### src/rtl/sap_controller_if.sv
// sap_controller_if: control bus between the SAP sequencer and its datapath.
// master (sequencer): opcode, debug in; T-state ring, enables, load strobes,
//                     halt out.
// slave  (datapath) : mirror image of master.
interface sap_controller_if #(
    parameter int OPC_W = 4
);
    logic [OPC_W-1:0] opcode;
    logic             debug;
    logic [5:0]       tstate;
    logic             pc_inc;
    logic             pc_out;
    logic             mar_load;
    logic             ram_out;
    logic             ir_load;
    logic             ir_out;
    logic             a_load;
    logic             a_out;
    logic             b_load;
    logic             out_load;
    logic             alu_sub;
    logic             alu_out;
    logic             halt;

    modport master (
        input  opcode, debug,
        output tstate, pc_inc, pc_out, mar_load, ram_out, ir_load, ir_out,
               a_load, a_out, b_load, out_load, alu_sub, alu_out, halt
    );

    modport slave (
        output opcode, debug,
        input  tstate, pc_inc, pc_out, mar_load, ram_out, ir_load, ir_out,
               a_load, a_out, b_load, out_load, alu_sub, alu_out, halt
    );
endinterface

### src/rtl/sap_controller.sv
// sap_controller: T-state sequencer for the 8-bit SAP CPU.
// Ports:
//   i_clk    system clock
//   i_reset  asynchronous, active-high reset
//   bus      sap_controller_if.master: opcode/debug in; one-hot tstate
//            (bit0=T1, 0=idle), bus enables, load strobes, halt out
//
// state | meaning
// IDLE  | post-reset, first clock enters T1
// T1    | Ep, Lm      (PC -> MAR)
// T2    | Cp          (PC increment)
// T3    | CE, Li      (RAM -> IR); opcode sampled on exit
// T4    | execute 1   (frozen here when halted)
// T5    | execute 2
// T6    | execute 3
module sap_controller #(
    parameter int             OPC_W   = 4,
    parameter logic [OPC_W-1:0] OPC_LDA = OPC_W'('h0),
    parameter logic [OPC_W-1:0] OPC_ADD = OPC_W'('h1),
    parameter logic [OPC_W-1:0] OPC_SUB = OPC_W'('h2),
    parameter logic [OPC_W-1:0] OPC_OUT = OPC_W'('hE),
    parameter logic [OPC_W-1:0] OPC_HLT = OPC_W'('hF)
) (
    input  logic              i_clk,
    input  logic              i_reset,
    sap_controller_if.master  bus
);

    typedef enum logic [5:0] {
        S_IDLE = 6'b000000,
        S_T1   = 6'b000001,
        S_T2   = 6'b000010,
        S_T3   = 6'b000100,
        S_T4   = 6'b001000,
        S_T5   = 6'b010000,
        S_T6   = 6'b100000
    } state_t;

    // enable order: {pc_inc, pc_out, ram_out, ir_out, a_out, alu_sub, alu_out}
    localparam logic [6:0] EN_CP = 7'b1000000;
    localparam logic [6:0] EN_EP = 7'b0100000;
    localparam logic [6:0] EN_CE = 7'b0010000;
    localparam logic [6:0] EN_EI = 7'b0001000;
    localparam logic [6:0] EN_EA = 7'b0000100;
    localparam logic [6:0] EN_SU = 7'b0000010;
    localparam logic [6:0] EN_EU = 7'b0000001;

    // load order: {mar_load, ir_load, a_load, b_load, out_load}
    localparam logic [4:0] LD_LM = 5'b10000;
    localparam logic [4:0] LD_LI = 5'b01000;
    localparam logic [4:0] LD_LA = 5'b00100;
    localparam logic [4:0] LD_LB = 5'b00010;
    localparam logic [4:0] LD_LO = 5'b00001;

    state_t           state_q, state_d;
    logic [OPC_W-1:0] opc_q, opc_d;
    logic             halt_q, halt_d;
    logic [6:0]       en_q, en_d;
    logic [4:0]       ld_now;
    logic [4:0]       ld_tog_n, ld_tog_p;
    logic             debug_unused;

    function automatic logic is_mem(logic [OPC_W-1:0] opc);
        return (opc == OPC_LDA) || (opc == OPC_ADD) || (opc == OPC_SUB);
    endfunction

    function automatic logic is_alu(logic [OPC_W-1:0] opc);
        return (opc == OPC_ADD) || (opc == OPC_SUB);
    endfunction

    function automatic logic [6:0] decode_en(state_t s, logic [OPC_W-1:0] opc,
                                             logic halted);
        logic [6:0] e;
        e = '0;
        case (s)
            S_T1: e = EN_EP;
            S_T2: e = EN_CP;
            S_T3: e = EN_CE;
            S_T4: if (!halted) begin
                if (is_mem(opc))         e = EN_EI;
                else if (opc == OPC_OUT) e = EN_EA;
            end
            S_T5: if (is_mem(opc)) e = EN_CE;
            S_T6: if (is_alu(opc)) e = EN_EU | ((opc == OPC_SUB) ? EN_SU : 7'b0);
            default: e = '0;
        endcase
        return e;
    endfunction

    function automatic logic [4:0] decode_ld(state_t s, logic [OPC_W-1:0] opc,
                                             logic halted);
        logic [4:0] l;
        l = '0;
        case (s)
            S_T1: l = LD_LM;
            S_T3: l = LD_LI;
            S_T4: if (!halted) begin
                if (is_mem(opc))         l = LD_LM;
                else if (opc == OPC_OUT) l = LD_LO;
            end
            S_T5: begin
                if (opc == OPC_LDA)  l = LD_LA;
                else if (is_alu(opc)) l = LD_LB;
            end
            S_T6: if (is_alu(opc)) l = LD_LA;
            default: l = '0;
        endcase
        return l;
    endfunction

    always_ff @(posedge i_clk or posedge i_reset) begin
        if (i_reset) begin
            state_q  <= S_IDLE;
            opc_q    <= '0;
            halt_q   <= 1'b0;
            en_q     <= '0;
            ld_tog_p <= '0;
        end else begin
            state_q  <= state_d;
            opc_q    <= opc_d;
            halt_q   <= halt_d;
            en_q     <= en_d;
            ld_tog_p <= ld_tog_n;
        end
    end

    // Strobes are toggle-encoded across both edges: the negedge flop flips
    // to raise a strobe mid-state, the posedge flop catches up to drop it,
    // so each strobe is high exactly from negedge to the following posedge.
    always_ff @(negedge i_clk or posedge i_reset) begin
        if (i_reset) ld_tog_n <= '0;
        else         ld_tog_n <= ld_tog_n ^ ld_now;
    end

    always_comb begin
        state_d = state_q;
        opc_d   = opc_q;
        halt_d  = halt_q;
        if (!halt_q) begin
            case (state_q)
                S_IDLE: state_d = S_T1;
                S_T1:   state_d = S_T2;
                S_T2:   state_d = S_T3;
                S_T3: begin
                    state_d = S_T4;
                    opc_d   = bus.opcode;
                    halt_d  = (bus.opcode == OPC_HLT);
                end
                S_T4:   state_d = S_T5;
                S_T5:   state_d = S_T6;
                S_T6:   state_d = S_T1;
                default: state_d = S_IDLE;
            endcase
        end
        // Enables are registered for the state being entered; strobes are
        // decoded from the state currently held.
        en_d   = decode_en(state_d, opc_d, halt_d);
        ld_now = decode_ld(state_q, opc_q, halt_q);
    end

    // Trace enable has no effect in hardware.
    assign debug_unused = bus.debug;

    assign bus.tstate = state_q;
    assign bus.halt   = halt_q;
    assign {bus.pc_inc, bus.pc_out, bus.ram_out, bus.ir_out,
            bus.a_out, bus.alu_sub, bus.alu_out} = en_q;
    assign {bus.mar_load, bus.ir_load, bus.a_load,
            bus.b_load, bus.out_load} = ld_tog_n ^ ld_tog_p;

endmodule

### src/flat_wrapper.sv
// flat-port wrapper written by rule: the top's interface ports become plain ports
module sap_controller_flat 
#(
    parameter int             OPC_W   = 4,
    parameter logic [OPC_W-1:0] OPC_LDA = OPC_W'('h0),
    parameter logic [OPC_W-1:0] OPC_ADD = OPC_W'('h1),
    parameter logic [OPC_W-1:0] OPC_SUB = OPC_W'('h2),
    parameter logic [OPC_W-1:0] OPC_OUT = OPC_W'('hE),
    parameter logic [OPC_W-1:0] OPC_HLT = OPC_W'('hF)
)
  (i_clk, i_reset, bus_opcode, bus_debug, bus_tstate, bus_pc_inc, bus_pc_out, bus_mar_load, bus_ram_out, bus_ir_load, bus_ir_out, bus_a_load, bus_a_out, bus_b_load, bus_out_load, bus_alu_sub, bus_alu_out, bus_halt);
  sap_controller_if #(.OPC_W(OPC_W)) bus_i ();
  input  logic i_clk;
  input  logic i_reset;
  input wire logic [$bits(bus_i.opcode)-1:0] bus_opcode;
  input wire logic [$bits(bus_i.debug)-1:0] bus_debug;
  output wire logic [$bits(bus_i.tstate)-1:0] bus_tstate;
  output wire logic [$bits(bus_i.pc_inc)-1:0] bus_pc_inc;
  output wire logic [$bits(bus_i.pc_out)-1:0] bus_pc_out;
  output wire logic [$bits(bus_i.mar_load)-1:0] bus_mar_load;
  output wire logic [$bits(bus_i.ram_out)-1:0] bus_ram_out;
  output wire logic [$bits(bus_i.ir_load)-1:0] bus_ir_load;
  output wire logic [$bits(bus_i.ir_out)-1:0] bus_ir_out;
  output wire logic [$bits(bus_i.a_load)-1:0] bus_a_load;
  output wire logic [$bits(bus_i.a_out)-1:0] bus_a_out;
  output wire logic [$bits(bus_i.b_load)-1:0] bus_b_load;
  output wire logic [$bits(bus_i.out_load)-1:0] bus_out_load;
  output wire logic [$bits(bus_i.alu_sub)-1:0] bus_alu_sub;
  output wire logic [$bits(bus_i.alu_out)-1:0] bus_alu_out;
  output wire logic [$bits(bus_i.halt)-1:0] bus_halt;
  assign bus_i.opcode = bus_opcode;
  assign bus_i.debug = bus_debug;
  assign bus_tstate = bus_i.tstate;
  assign bus_pc_inc = bus_i.pc_inc;
  assign bus_pc_out = bus_i.pc_out;
  assign bus_mar_load = bus_i.mar_load;
  assign bus_ram_out = bus_i.ram_out;
  assign bus_ir_load = bus_i.ir_load;
  assign bus_ir_out = bus_i.ir_out;
  assign bus_a_load = bus_i.a_load;
  assign bus_a_out = bus_i.a_out;
  assign bus_b_load = bus_i.b_load;
  assign bus_out_load = bus_i.out_load;
  assign bus_alu_sub = bus_i.alu_sub;
  assign bus_alu_out = bus_i.alu_out;
  assign bus_halt = bus_i.halt;
  sap_controller #(.OPC_W(OPC_W), .OPC_LDA(OPC_LDA), .OPC_ADD(OPC_ADD), .OPC_SUB(OPC_SUB), .OPC_OUT(OPC_OUT), .OPC_HLT(OPC_HLT)) u_core (.i_clk(i_clk), .i_reset(i_reset), .bus(bus_i));
endmodule
### config.mk
export PLATFORM = sky130hd
export DESIGN_NAME = sap_controller_flat
export DESIGN_NICKNAME = d
export VERILOG_FILES = /design/src/rtl/sap_controller_if.sv /design/src/rtl/sap_controller.sv /design/src/flat_wrapper.sv
export SDC_FILE = /design/constraint.sdc
export NUM_CORES = 1
export LEC_CHECK = 0
export BUFFER_PORTS_ARGS = -buffer_cell sky130_fd_sc_hd__buf_2
export CAP_MARGIN = 25
export CORE_MARGIN = 10
export CORE_UTILIZATION = 28
export CTS_BUF_LIST = sky130_fd_sc_hd__clkbuf_4
export DETAILED_ROUTE_END_ITERATION = 10
export PLACE_DENSITY_LB_ADDON = 0.2
export SKIP_LAST_GASP = 1
export SYNTH_ARGS = -nofsm -noshare
export SYNTH_HDL_FRONTEND = slang
export SYNTH_SLANG_ARGS = --single-unit
### constraint.sdc
create_clock -name i_clk -period 1.9 [get_ports i_clk]
set_input_delay 0.38 -clock i_clk [delete_from_list [all_inputs] [get_ports i_clk]]
set_output_delay 0.38 -clock i_clk [all_outputs]
set_load 0.05 [all_outputs]
* Yosys cells after proc, flatten, opt, wreduce, memory -nomap -nowiden *
Index checks and enable logic that the tools add are counted.
Widths: inputs -> output; s select.

operators by class
  add/subtract/negate cells = 0
  $mul = 0
  divide/modulo/power cells = 0
  magnitude comparators = 0
  eq/ne operators = 19
  shift-type cells = 0
  multiplexer cells = 20
  bitwise gates (word level) = 2
  reductions and logical operators = 10

operator list
  kind                count
  $pmux 7 s6          1
  $pmux 6 s6          1
  $pmux 5 s5          1
  $mux 7              3
  $mux 5              4
  $eq 4x4->1 const B  3
  $eq 6x1->1 const B  2
  $eq 6x2->1 const B  2
  $eq 6x3->1 const B  2
  $eq 6x4->1 const B  2
  $eq 6x5->1 const B  2
  $eq 6x6->1 const B  2
  $xor 5x5->5         2
  $eq 4x1->1 const B  2
  $eq 4x2->1 const B  2
  $logic_not 4->1     2
  $mux 4              2
  $logic_not 6->1     1
  $logic_or 1x1->1    6
  $mux 3              2
  $mux 6              1
  $mux 2              2
  $mux 1              3
  $reduce_or 2->1     1

word-level totals
  flip-flop bits (word level) = 28
  latch bits = 0
  bits in writable memories = 0
  ROM bits = 0
  bits of input ports = 7
  output and inout bits = 19
  word-level logic and storage cells = 57
  memories kept = 0

* Depth between registers and ports, before layout *
  depth in word-level cells = 9
  gate-level depth with buffers = 6
  mapped depth without buffers = 4

==> flow_metrics.py <==
metrics = {
    "die": {
        "num_rows": 25,
        "dieArea_mm2": 0.00816,
        "core_mm2": 0.00475,
        "die_h_um": 90.3,
        "die_x_um": 90.3,
        "num_io_pins": 26,
        "initial_utilization": 0.291,
    },
    "run_status": {
        "violations": "negative setup slack",
        "status": "complete, but fails checks",
    },
    "global_route": {
        "antenna_found_initial": 0,
        "grt_pass1_wl_mm": 6.03,
        "grt_pass1_vias": 1230,
        "grt-ovfl-total": 0,
        "grt_max_degree": 20,
        "grtUsageTotal": 0.0904,
    },
    "cts": {
        "cts.reportedPaths.clkPinSlew_ns": 0.16,
        "cts_sinks": 28,
        "cts_buffer_depth": 2,
        "tritoncts": "built",
        "root_buffer": "clkbuf_4",
        "htreeDepth": 1,
        "clk_latency_ns": 0.34,
        "cts_buffers": 3,
    },
    "routing": {
        "wl_per_cell_um": 14.2,
        "num_vias": 1155,
        "drtAntennaViolNets": 0,
        "drtIter0Drc": 69,
        "firstDrtPassIters": 4,
        "drc_errors": 0,
        "via_per_inst": 4.49,
        "drt_wl_total_mm": 3.65,
    },
    "min_path": {
        "hold_path_class": "input pin to flop",
    },
    "yosys": {
        "synth_xor_area_frac": 0.0759,
        "synth_compound_area_frac": 0.114,
        "synth_mux_area_frac": 0.0434,
        "synth_top_family_by_area": "simple AND/OR/NAND/NOR gates",
        "synth_area_mm2": 0.00139,
        "synth_adder_area_share": 0.00723,
        "avgSynthCellArea_um2": 11.0,
        "synth.distinct_cells": 41,
        "syn_nets": 133,
        "yosys_warnings": 0,
        "synth_edf_count": 0,
        "ys.flop_type": "dfrtp_1",
        "async_flop_share": 1.00,
        "ys_ff_latch": 28,
        "synth-seq-area-share": 0.506,
        "syn_inst": 126,
        "synth-simple-area-share": 0.211,
    },
    "worst_setup_path": {
        "worstPathCellList": "xor2_4 -> buf_6",
        "endpoint_kind": "output port",
        "critical_path.max_stage_delay_ns": 0.52,
        "worst_ep_arrival_time_ns": 2.13,
        "regToRegSetupSlack_ns": -0.45,
        "worst-setup-path-type": "flop to output port",
        "crit_path_top_delay_cell": "dfrtn_1",
        "crit_fanout": 2,
        "required_ns": 1.52,
        "cp-start-kind": "flop",
    },
    "finish": {
        "fin_cells": 257,
        "area_growth_pct": 53.1,
        "fin_area_mm2": 0.00212,
        "final_net_count": 198,
        "drive_gt1_frac": 0.553,
        "diodes": 0,
    },
    "timing": {
        "relSlewSlack": 0.744,
        "finalSetupViolCount": 10,
        "drv_slew": 0,
        "hold_violations": 0,
        "rsz0062_at_grt": "yes",
        "finalClockSkew_ns": 0.0154,
        "fin_ws_ns": -0.611,
        "worstMarginPinSlew_ns": 0.378,
    },
    "power": {
        "p_total_mw": 3.91,
        "pwr_density_cell_mw_per_mm2": 1850,
        "p_leak_nw": 0.983,
        "peakVddDrop_mv": 0.609,
    },
    "run": {
        "cap_violations": 0,
    },
    "placed_design": {
        "dp.cells": 243,
        "routabilityCongestion": 0.765,
        "dp_hpwl_mm": 2.72,
        "dp_slack_ns": -0.423,
        "portBuffers": 24,
        "postPlaceCellArea_mm2": 0.00189,
    },
}
==> cell usage after synthesis (2+ instances only) <==
library cell | instances | share of area
nand2_1 | 12 | 0.033
o21ai_0 | 4 | 0.014
buf_6 | 2 | 0.016
nor3b_1 | 2 | 0.011
xnor2_1 | 5 | 0.032
nand3_1 | 8 | 0.029
buf_2 | 5 | 0.018
nand4b_1 | 3 | 0.019
nor2b_1 | 2 | 0.0090
xor2_1 | 7 | 0.044
nor3_1 | 4 | 0.014
dfrtn_1 | 5 | 0.090
o31ai_1 | 2 | 0.011
dfrtp_1 | 23 | 0.42
nor2_1 | 9 | 0.024
inv_1 | 2 | 0.0054
a21oi_1 | 2 | 0.0072
or4_1 | 2 | 0.011
mux2_2 | 4 | 0.033
o32ai_2 | 2 | 0.023
==> cell usage in the layout, fill, tap and decap left out, drive strengths merged, types with 3 or more instances in the layout <==
master | netlist | layout
clkbuf | 0 | 3
dfrtn | 5 | 5
nand3 | 8 | 8
nand4b | 4 | 4
or4 | 3 | 3
xor2 | 7 | 7
nor3 | 5 | 5
mux2 | 5 | 5
nor2 | 9 | 9
xnor2 | 5 | 5
nand2 | 12 | 12
buf | 8 | 67
o21ai | 5 | 5
dfrtp | 23 | 23
==> what timing repair did <==
action,CTS,global route
buffers inserted,7,2
resized for setup,24,3
pin swaps,6,6
hold buffers,1,0
setup endpoints to repair,10,11
endpoints found under the hold margin,1,0
==> kinds of logic after synthesis <==
kind of cell / count (synthesis)
and+or+nand+nor: 51
DFF: 28
AOI/OAI and AO/OA: 19
xor gates and xnor gates: 12
buffers and inverters: 10
muxes: 5
adders and majority gates: 1
==> report_power, final <==
part | leakage, nW | switching (mW) | internal (mW) | total (mW)
registers | 0.354 | 0.201 | 0.807 | 1.01
clock network | 0.0279 | 0.195 | 0.213 | 0.408
logic | 0.601 | 1.40 | 1.09 | 2.50
total | 0.983 | 1.80 | 2.11 | 3.91
==> metrics by stage <==
stage | hold WS (ns) | TNS [ns] | util
3_3_place_gp | 0.347 | -3.28 | 0.397
6_report | 0.258 | -4.61 | 0.446
2_1_floorplan | 0.426 | -4.28 | -
3_5_place_dp | 0.348 | -3.29 | 0.397
4_1_cts | 0.254 | -4.70 | 0.441
5_1_grt | 0.271 | -5.26 | 0.446
==> flip-flops by register name, summed over array words and instances (netlist names) <==
signal	flops
u_core.opc_q	4
u_core.en_q	7
u_core.bus.halt	1
u_core.bus.tstate	6
u_core.ld_tog_p	5
u_core.ld_tog_n	5
==> routing by layer <==
layer  up-vias  routed length, um  GRT usage  part of all wire
li1        576                  -          -                 -
met1       557               1710      0.106              0.47
met2        18               1770      0.153              0.48
met3         4                126     0.0249             0.035
met4         0                 50     0.0345             0.014
met5         -                  0          0                 0
==> worst max-delay path, delay by kind of cell (launching register included) <==
| kind | cells | cell delay, ns |
|---|---|---|
| flops | 1 | 0.52 |
| xor+xnor | 1 | 0.16 |
| buf+inv | 1 | 0.17 |
==> path summary, 6_finish.rpt <==
path,cells after the start,from,endpoint
hold / removal,2,bus_opcode[0],u_core.en_q[2]
setup / recovery,2,u_core.ld_tog_n[0],bus_out_load
max in group asynchronous,3,i_reset,u_core.ld_tog_n[3]
min in group asynchronous,3,i_reset,u_core.ld_tog_p[2]
hold reg to reg,1,u_core.opc_q[3],u_core.opc_q[3]
setup reg to reg,4,u_core.bus.tstate[3],u_core.ld_tog_n[1]
==> final cells by class <==
class | instances | area (um2)
Clock buffer | 3 | 22.5
Clock inverter | 1 | 30.0
Fill cell | 464 | 2630
Inverter | 2 | 7.51
Multi-Input combinational cell | 88 | 768
Sequential cell | 28 | 709
Tap cell | 67 | 83.8
Timing Repair Buffer | 68 | 499
(Power assumes the default switching activity.)
